**src/rtl/wb_pkg.sv**
```systemverilog
// Shared widths and load-type encodings for the writeback stage.
package wb_pkg;
   localparam int DATA_W = 32;
   localparam int ADDR_W = 5;

   localparam logic [2:0] LT_LB  = 3'b000;
   localparam logic [2:0] LT_LH  = 3'b001;
   localparam logic [2:0] LT_LW  = 3'b010;
   localparam logic [2:0] LT_LBU = 3'b100;
   localparam logic [2:0] LT_LHU = 3'b101;
endpackage

```
**src/rtl/wb_stage_if.sv**
```systemverilog
// MEM -> WB -> register-file signal bundle; master is the upstream/pipeline side.
interface wb_stage_if;
   import wb_pkg::*;

   logic              WB_valid_in;
   logic              WB_ready_out;
   logic              WB_stall;
   logic              WB_flush;
   logic              WB_reg_write_in;
   logic              WB_mem_to_reg_in;
   logic [2:0]        WB_load_type_in;
   logic [ADDR_W-1:0] WB_rd_in;
   logic [DATA_W-1:0] WB_alu_result_in;
   logic [DATA_W-1:0] WB_mem_data_in;
   logic              REG_write_1;
   logic [ADDR_W-1:0] REG_address_wr;
   logic [DATA_W-1:0] REG_data_wb_in1;
   logic              WB_misalign_out;
   logic [31:0]       WB_retire_count;

   modport master (
      output WB_valid_in, WB_stall, WB_flush, WB_reg_write_in, WB_mem_to_reg_in,
             WB_load_type_in, WB_rd_in, WB_alu_result_in, WB_mem_data_in,
      input  WB_ready_out, REG_write_1, REG_address_wr, REG_data_wb_in1,
             WB_misalign_out, WB_retire_count
   );

   modport slave (
      input  WB_valid_in, WB_stall, WB_flush, WB_reg_write_in, WB_mem_to_reg_in,
             WB_load_type_in, WB_rd_in, WB_alu_result_in, WB_mem_data_in,
      output WB_ready_out, REG_write_1, REG_address_wr, REG_data_wb_in1,
             WB_misalign_out, WB_retire_count
   );
endinterface

```
**src/rtl/wb_load_align.sv**
```systemverilog
// Little-endian load extraction and sign/zero extension with misalignment detect.
module wb_load_align
   import wb_pkg::*;
(
   input  logic [DATA_W-1:0] raw,
   input  logic [1:0]        offset,
   input  logic [2:0]        load_type,
   output logic [DATA_W-1:0] data,
   output logic              misalign
);
   logic [7:0]  byte_sel;
   logic [15:0] half_sel;

   always_comb begin
      byte_sel = raw[{offset, 3'b000} +: 8];
      half_sel = offset[1] ? raw[31:16] : raw[15:0];
   end

   // Undefined encodings fall through to the word path, including its alignment rule.
   always_comb begin
      data     = raw;
      misalign = 1'b0;
      case (load_type)
         LT_LB: begin
            data = {{24{byte_sel[7]}}, byte_sel};
         end
         LT_LBU: begin
            data = {24'h0, byte_sel};
         end
         LT_LH: begin
            data     = {{16{half_sel[15]}}, half_sel};
            misalign = offset[0];
         end
         LT_LHU: begin
            data     = {16'h0, half_sel};
            misalign = offset[0];
         end
         default: begin
            data     = raw;
            misalign = (offset != 2'b00);
         end
      endcase
   end
endmodule

```
**src/rtl/wb_stage.sv**
```systemverilog
// Writeback stage: MEM/WB register, result select, register-file write port.
// Optional retired-instruction counter enabled by defining WB_RETIRE_CNT_EN.
module wb_stage
   import wb_pkg::*;
(
   input logic       clk,
   input logic       rst_n,
   wb_stage_if.slave bus
);
   logic              valid_reg,     valid_next;
   logic              reg_write_reg, reg_write_next;
   logic              mem_to_reg_reg, mem_to_reg_next;
   logic [2:0]        load_type_reg, load_type_next;
   logic [ADDR_W-1:0] rd_reg,        rd_next;
   logic [DATA_W-1:0] alu_reg,       alu_next;
   logic [DATA_W-1:0] mem_reg,       mem_next;

   logic              ready;
   logic              capture;
   logic              consume;
   logic [DATA_W-1:0] load_data;
   logic              load_misalign;
   logic              misalign;

   assign ready   = !valid_reg || !bus.WB_stall;
   assign capture = bus.WB_valid_in && ready && !bus.WB_flush;
   assign consume = valid_reg && !bus.WB_stall;

   always_comb begin
      reg_write_next  = reg_write_reg;
      mem_to_reg_next = mem_to_reg_reg;
      load_type_next  = load_type_reg;
      rd_next         = rd_reg;
      alu_next        = alu_reg;
      mem_next        = mem_reg;
      if (capture) begin
         reg_write_next  = bus.WB_reg_write_in;
         mem_to_reg_next = bus.WB_mem_to_reg_in;
         load_type_next  = bus.WB_load_type_in;
         rd_next         = bus.WB_rd_in;
         alu_next        = bus.WB_alu_result_in;
         mem_next        = bus.WB_mem_data_in;
      end
   end

   // Flush wins over a same-edge capture; otherwise a capture refills a consumed slot.
   always_comb begin
      valid_next = valid_reg;
      if (bus.WB_flush)
         valid_next = 1'b0;
      else if (capture)
         valid_next = 1'b1;
      else if (consume)
         valid_next = 1'b0;
   end

   always_ff @(posedge clk) begin
      if (!rst_n) begin
         valid_reg      <= 1'b0;
         reg_write_reg  <= 1'b0;
         mem_to_reg_reg <= 1'b0;
         load_type_reg  <= 3'b000;
         rd_reg         <= '0;
         alu_reg        <= '0;
         mem_reg        <= '0;
      end else begin
         valid_reg      <= valid_next;
         reg_write_reg  <= reg_write_next;
         mem_to_reg_reg <= mem_to_reg_next;
         load_type_reg  <= load_type_next;
         rd_reg         <= rd_next;
         alu_reg        <= alu_next;
         mem_reg        <= mem_next;
      end
   end

   wb_load_align u_align (
      .raw       (mem_reg),
      .offset    (alu_reg[1:0]),
      .load_type (load_type_reg),
      .data      (load_data),
      .misalign  (load_misalign)
   );

   assign misalign = valid_reg && mem_to_reg_reg && load_misalign;

   assign bus.WB_ready_out    = ready;
   assign bus.WB_misalign_out = misalign;
   assign bus.REG_write_1     = valid_reg && reg_write_reg && (rd_reg != '0)
                                && !bus.WB_stall && !misalign;
   assign bus.REG_address_wr  = rd_reg;
   assign bus.REG_data_wb_in1 = mem_to_reg_reg ? load_data : alu_reg;

`ifdef WB_RETIRE_CNT_EN
   logic [31:0] retire_reg;

   always_ff @(posedge clk) begin
      if (!rst_n)
         retire_reg <= '0;
      else if (consume)
         retire_reg <= retire_reg + 32'd1;
   end

   assign bus.WB_retire_count = retire_reg;
`else
   assign bus.WB_retire_count = '0;
`endif
endmodule
```
**src/flat_wrapper.sv**
```systemverilog
// flat-port wrapper written by rule: the top's interface ports become plain ports
module wb_stage_flat import wb_pkg::*;
  (clk, rst_n, bus_WB_valid_in, bus_WB_stall, bus_WB_flush, bus_WB_reg_write_in, bus_WB_mem_to_reg_in, bus_WB_load_type_in, bus_WB_rd_in, bus_WB_alu_result_in, bus_WB_mem_data_in, bus_WB_ready_out, bus_REG_write_1, bus_REG_address_wr, bus_REG_data_wb_in1, bus_WB_misalign_out, bus_WB_retire_count);
  wb_stage_if bus_i ();
  input logic clk;
  input logic rst_n;
  input wire logic [$bits(bus_i.WB_valid_in)-1:0] bus_WB_valid_in;
  input wire logic [$bits(bus_i.WB_stall)-1:0] bus_WB_stall;
  input wire logic [$bits(bus_i.WB_flush)-1:0] bus_WB_flush;
  input wire logic [$bits(bus_i.WB_reg_write_in)-1:0] bus_WB_reg_write_in;
  input wire logic [$bits(bus_i.WB_mem_to_reg_in)-1:0] bus_WB_mem_to_reg_in;
  input wire logic [$bits(bus_i.WB_load_type_in)-1:0] bus_WB_load_type_in;
  input wire logic [$bits(bus_i.WB_rd_in)-1:0] bus_WB_rd_in;
  input wire logic [$bits(bus_i.WB_alu_result_in)-1:0] bus_WB_alu_result_in;
  input wire logic [$bits(bus_i.WB_mem_data_in)-1:0] bus_WB_mem_data_in;
  output wire logic [$bits(bus_i.WB_ready_out)-1:0] bus_WB_ready_out;
  output wire logic [$bits(bus_i.REG_write_1)-1:0] bus_REG_write_1;
  output wire logic [$bits(bus_i.REG_address_wr)-1:0] bus_REG_address_wr;
  output wire logic [$bits(bus_i.REG_data_wb_in1)-1:0] bus_REG_data_wb_in1;
  output wire logic [$bits(bus_i.WB_misalign_out)-1:0] bus_WB_misalign_out;
  output wire logic [$bits(bus_i.WB_retire_count)-1:0] bus_WB_retire_count;
  assign bus_i.WB_valid_in = bus_WB_valid_in;
  assign bus_i.WB_stall = bus_WB_stall;
  assign bus_i.WB_flush = bus_WB_flush;
  assign bus_i.WB_reg_write_in = bus_WB_reg_write_in;
  assign bus_i.WB_mem_to_reg_in = bus_WB_mem_to_reg_in;
  assign bus_i.WB_load_type_in = bus_WB_load_type_in;
  assign bus_i.WB_rd_in = bus_WB_rd_in;
  assign bus_i.WB_alu_result_in = bus_WB_alu_result_in;
  assign bus_i.WB_mem_data_in = bus_WB_mem_data_in;
  assign bus_WB_ready_out = bus_i.WB_ready_out;
  assign bus_REG_write_1 = bus_i.REG_write_1;
  assign bus_REG_address_wr = bus_i.REG_address_wr;
  assign bus_REG_data_wb_in1 = bus_i.REG_data_wb_in1;
  assign bus_WB_misalign_out = bus_i.WB_misalign_out;
  assign bus_WB_retire_count = bus_i.WB_retire_count;
  wb_stage u_core (.clk(clk), .rst_n(rst_n), .bus(bus_i));
endmodule
```
**config.mk**
```make
export PLATFORM = sky130hd
export DESIGN_NAME = wb_stage_flat
export DESIGN_NICKNAME = d
export VERILOG_FILES = /design/src/rtl/wb_pkg.sv /design/src/rtl/wb_stage_if.sv /design/src/rtl/wb_load_align.sv /design/src/rtl/wb_stage.sv /design/src/flat_wrapper.sv
export SDC_FILE = /design/constraint.sdc
export NUM_CORES = 1
export LEC_CHECK = 0
export CORE_ASPECT_RATIO = 0.6
export CORE_MARGIN = 2
export CORE_UTILIZATION = 45
export DETAILED_ROUTE_END_ITERATION = 7
export PLACE_DENSITY = 0.85
export SYNTH_ARGS = -nofsm -noshare
export SYNTH_HDL_FRONTEND = slang
export SYNTH_SLANG_ARGS = --single-unit
```
**constraint.sdc**
```tcl
create_clock -name clk -period 1.85 [get_ports clk]
set_clock_uncertainty 0.1 [all_clocks]
set_input_delay 0.37 -clock clk [delete_from_list [all_inputs] [get_ports clk]]
set_output_delay 0.37 -clock clk [all_outputs]
set_load 0.02 [all_outputs]
```
==> metrics.txt, run 1 <==
Routed WL 14,300 um; Final nets 803; initial core utilization 46.7%; clk sinks 75; Iter 0 DRT Violations 289; WL per Instance 17.1 um; CP Data Arrival Time 1.98 ns; layout cells sized above 1 30.2%; dpl cell area 5710 sq um; PwrDens 703 nW/um^2; EDFF count, synth 0; Cell Rows 26; outcome finished with violations; io pins 151; Final Util 78.2%; routing usage on met1 37.3%; most frequent cells in the layout nand2_1 (170), clkdlybuf4s50_1 (78), buf_4 (78); Synth Warn # 0; Tot GR Track Use 27.5%; setup violators final 34; CP Data Required Time 1.38 ns; TritonCTS Buffers 9; grt ovf 0; count of different cell masters after synthesis 40; Critical Path Fanout Max 7; vias per cell 5.15; Final Cycle Share 132%; final cell area excluding filler cells 6720 sq um; GPL Wtd Cong 0.929; #FFs+latches synth 75; RSZ-0062 raised after global routing yes; Critical Path Source Type register; DRC viols 0; H-tree levels 3; commonest non-fill, non-tap cell in the layout nand2_1; worst skew pair latency 0.34 ns; Primary FF master, synth dfxtp_1; chip width 126 um; min Tclk post-route 2.45 ns; first drt pass iteration count 5; instance count of the mapped netlist 531; die area 9700 sq um; asr flop ratio synth 0%; ANT nets after route 0; CP endpoint kind output pin; critical setup path kind register to output pin; peak supply drop 482 uV; largest net degree at the start of global routing 76; met2 Use GR 42.3%; Clk Tree Root Cell clkbuf_16; ANT cells 0; share of the yosys chip area belonging to registers 37.5%; Max clock buf depth 2; Post-Syn Area per Cell 7.55 sq um; Port Buf Inserts 118; gr busiest metal met2; Fin. Hold Viols 0; number of max-cap violations 0; TritonCTS clock tree yes; routed via count 4,327; M3 GR Usage 9.14%; Core Area 8590 sq um; global-route wire length before repair 20,700 um; Post-Syn Area 4010 sq um; Final Max Tran Viols 0; failing checks setup timing; fin worst setup slack -0.596 ns; vias in the first global route 4,056; Worst-path clk slew 0.06 ns; Post-DP HPWL 9600 um; Die H 77.1 um; hold crit path type register to register; Post-CTS Hold Buffers 0; # fillers 568; Highest Clock Rate 409 MHz; Pleak 2.66 nW; initial antenna violation count 0; Area Growth Syn to Fin 67.5%
[where the power goes]
| group | internal, W | leakage, nW | switching (W) |
|---|---|---|---|
| clock | 0.00118 | 0.146 | 0.000697 |
| combinational | 0.000555 | 1.90 | 0.000535 |
| sequential | 0.00169 | 0.616 | 0.0000692 |
| total | 0.00342 | 2.66 | 0.00130 |
[metrics by stage]
step	setup TNS [ns]	hold WS [ns]	total power (W)	setup WS (ns)	std cells
finish	-16.58	0.369	0.00472	-0.596	840
global route	-18.47	0.390	0.00489	-0.642	840
CTS	-15.98	0.369	0.00458	-0.629	819
detailed placement	-28.47	0.360	0.00271	-0.778	795
global placement	-26.18	0.350	0.00270	-0.782	795
floorplan	-0.138	0.340	0.00226	-0.0208	562
[cells by family after synthesis]
logic type	after synthesis	synth area share (%)
compound gates	135	23.9
buf+inv	72	10.8
flops	75	37.5
mux	11	3.09
other cells	1	0.0935
simple gates	237	24.7
[what timing repair did]
item / CTS / global route
gates resized for setup: 202 / 94
gates cloned: 0 / 1
pin swaps: 13 / 20
setup buffers: 9 / 21
setup endpoints to repair: 39 / 35
[metal layers]
metal	vias to the layer above	share of wire [%]
li1	2080	-
met1	2047	45
met2	182	45
met3	18	8.2
met4	0	1.3
met5	-	0
[layout make-up]
type | count | area [sq um] | area share, %
inverters | 1 | 3.75 | 0.0559
repair buffers | 222 | 2170 | 32.2
flip-flops and latches | 75 | 1520 | 22.6
clock buffers | 11 | 233 | 3.46
multi-input cells | 415 | 2580 | 38.4
clock inverters | 4 | 76.3 | 1.14
well taps | 112 | 140 | 2.09
[final timing paths]
| kind | startpoint | end | slack [ns] | cells after the start |
|---|---|---|---|---|
| max | u_core.alu_reg[0] | bus_REG_data_wb_in1[11] | -0.60 | 7 |
| max reg2reg | u_core.valid_reg | u_core.alu_reg[12] | 0.24 | 6 |
| min | u_core.alu_reg[29] | u_core.alu_reg[29] | 0.37 | 2 |
| min reg2reg | u_core.alu_reg[29] | u_core.alu_reg[29] | 0.37 | 2 |
[synthesized netlist by cell type (4+ instances only)]
master | n | area [sq um]
a21oi_1 | 23 | 115
a221oi_1 | 5 | 43.8
mux2i_1 | 9 | 90.1
o21ai_0 | 4 | 20.0
a21oi_2 | 11 | 96.3
buf_4 | 32 | 240
nor2_1 | 36 | 135
nand2_1 | 171 | 642
o21ai_1 | 7 | 35.0
dfxtp_1 | 75 | 1500
buf_2 | 16 | 80.1
and2_1 | 6 | 37.5
a21boi_0 | 74 | 556
nand2b_1 | 4 | 25.0
and3_1 | 7 | 43.8
clkbuf_1 | 19 | 71.3
[critical path, stage by stage (launching register included)]
cell,delay [ns]
dfxtp_4,0.40
mux4_2,0.51
nor2b_4,0.14
o21ai_4,0.12
buf_4,0.16
buf_6,0.11
o21ai_2,0.06
buf_6,0.13
(Power assumes the default switching activity.)
==> run 2, diff against run 1 <==
--- a/config.mk
+++ b/config.mk
@@ -9,6 +9,7 @@
 export CORE_MARGIN = 2
 export CORE_UTILIZATION = 45
 export DETAILED_ROUTE_END_ITERATION = 7
+export GPL_TIMING_DRIVEN = 0
 export PLACE_DENSITY = 0.85
 export SYNTH_ARGS = -nofsm -noshare
 export SYNTH_HDL_FRONTEND = slang
==> run 2 against run 1 <==
  * The run still ends with setup timing left
  * First-iteration DRC count increased by 79%
  * Non-clock buffer count shrank 17
  * Worst setup slack worse by 0.031 ns
  * Combinational power is 4% lower
  * Critical endpoint is now bus_REG_data_wb_in1[7]
  * Largest power group is now sequential cells
==> metrics.txt, run 2 (synthesized netlist as in run 1, its figures left out) <==
outcome finished with violations; failing checks setup timing; Die H 77.1 um; layout cells sized above 1 28.7%; Worst-path clk slew 0.06 ns; Area Growth Syn to Fin 60.3%; vias per cell 5.42; ANT nets after route 0; CP Data Arrival Time 2.01 ns; Fin. Hold Viols 0; Flop pwr share 39.5%; Post-CTS Hold Buffers 0; Port Buf Inserts 117; Final Max Tran Viols 0; TritonCTS Buffers 9; PwrDens 700 nW/um^2; Max clock buf depth 2; Pint 0.00316 W; CP Data Required Time 1.38 ns; worst-margin pin slew 0.619 ns; initial antenna violation count 0; Net Sw Frac 29.8%; Critical Path Source Type register; Slew HR 58.7%; CP endpoint kind output pin; global-route wire length before repair 21,600 um; Final nets 786; Clk Tree Root Cell clkbuf_16; clk sinks 75; Pleak 2.48 nW; Critical Path Fanout Max 7; # fillers 543; Core Area 8590 sq um; Routed WL 15,200 um; worst skew pair latency 0.34 ns; GPL Wtd Cong 0.910; commonest non-fill, non-tap cell in the layout nand2_1; logic gate share of total power 23.4%; setup violators final 34; dpl ws -0.875 ns; largest net degree at the start of global routing 14; number of max-cap violations 0; critical setup path kind register to output pin; Post-DP HPWL 9460 um; Fin Hold WS 0.326 ns; chip width 126 um; power share of the clock group 37.0%; DRC viols 0; RSZ-0062 raised after global routing yes; Highest Clock Rate 404 MHz; H-tree levels 3; Final Cycle Share 134%; P_sw 0.00134 W; io pins 151; Tot GR Track Use 28.5%; Iter 0 DRT Violations 518; die area 9700 sq um; TritonCTS clock tree yes; peak supply drop 517 uV; min Tclk post-route 2.48 ns; initial core utilization 46.7%; routed via count 4,467; most frequent cells in the layout nand2_1 (170), clkdlybuf4s50_1 (81), a21boi_0 (74); fin worst setup slack -0.627 ns; first drt pass iteration count 5; grt ovf 0; hold crit path type input pin to register; ANT cells 0; WL per Instance 18.5 um; Cell Rows 26; vias in the first global route 4,190
-- run 2: metal layers --
layer,wire [um],up-vias,global-route usage [%],share of wire [%]
met4,498,0,11.0,3.3
met2,6640,342,43.5,44
li1,-,2042,-,-
met1,6220,2027,38.3,41
met3,1870,56,8.16,12
met5,0,-,0,0
-- run 2: worst paths after layout --
check | depth (start not counted) | slack [ns] | startpoint | to
setup reg to reg | 6 | 0.19 | u_core.valid_reg | u_core.load_type_reg[2]
hold reg to reg | 2 | 0.37 | u_core.alu_reg[23] | u_core.alu_reg[23]
setup / recovery | 6 | -0.63 | u_core.alu_reg[1] | bus_REG_data_wb_in1[7]
hold / removal | 2 | 0.33 | rst_n | u_core.mem_reg[12]
-- run 2: stage by stage --
stage               setup TNS, ns  cells  power, W  util (%)  instance area [sq um]
floorplan                  -0.138    562   0.00226         -                   4170
global placement           -37.88    791   0.00264      63.9                   5490
detailed placement         -43.12    791   0.00266      63.9                   5490
CTS                        -16.33    820   0.00438      72.0                   6190
global route               -18.57    824   0.00463      74.8                   6430
finish                     -17.20    824   0.00450      74.8                   6430
-- run 2: worst max-delay path, stage by stage, from the launching register on --
cell	delay [ns]
dfxtp_2	0.33
buf_8	0.14
mux2i_4	0.19
buf_4	0.16
or4_1	0.44
a41oi_2	0.22
buf_4	0.18
-- run 2: power groups by stage --
stage | Clock [W] | Combinational, W | Sequential [W]
after floorplan | 0 | 0.000493 | 0.00177
after global placement | 0 | 0.000858 | 0.00179
after detailed placement | 0 | 0.000872 | 0.00179
after CTS | 0.00167 | 0.000957 | 0.00176
after global routing | 0.00174 | 0.00111 | 0.00178
final | 0.00167 | 0.00105 | 0.00178
-- run 2: layout make-up --
type	instances	area, sq um	area share, %
buffer	69	483	7.52
clock buffer	11	243	3.78
clock inverter	5	37.5	0.584
inverter	1	3.75	0.0584
multi-input combinational	415	2650	41.2
sequential	75	1510	23.5
tap	112	140	2.18
timing repair buffer	136	1360	21.2
-- run 2: repair_timing --
item	4_1_cts	5_1_grt
cloned	2	0
setup endpoints to repair	35	96
resized for setup	251	70
pin swaps	14	18
setup buffers	12	7
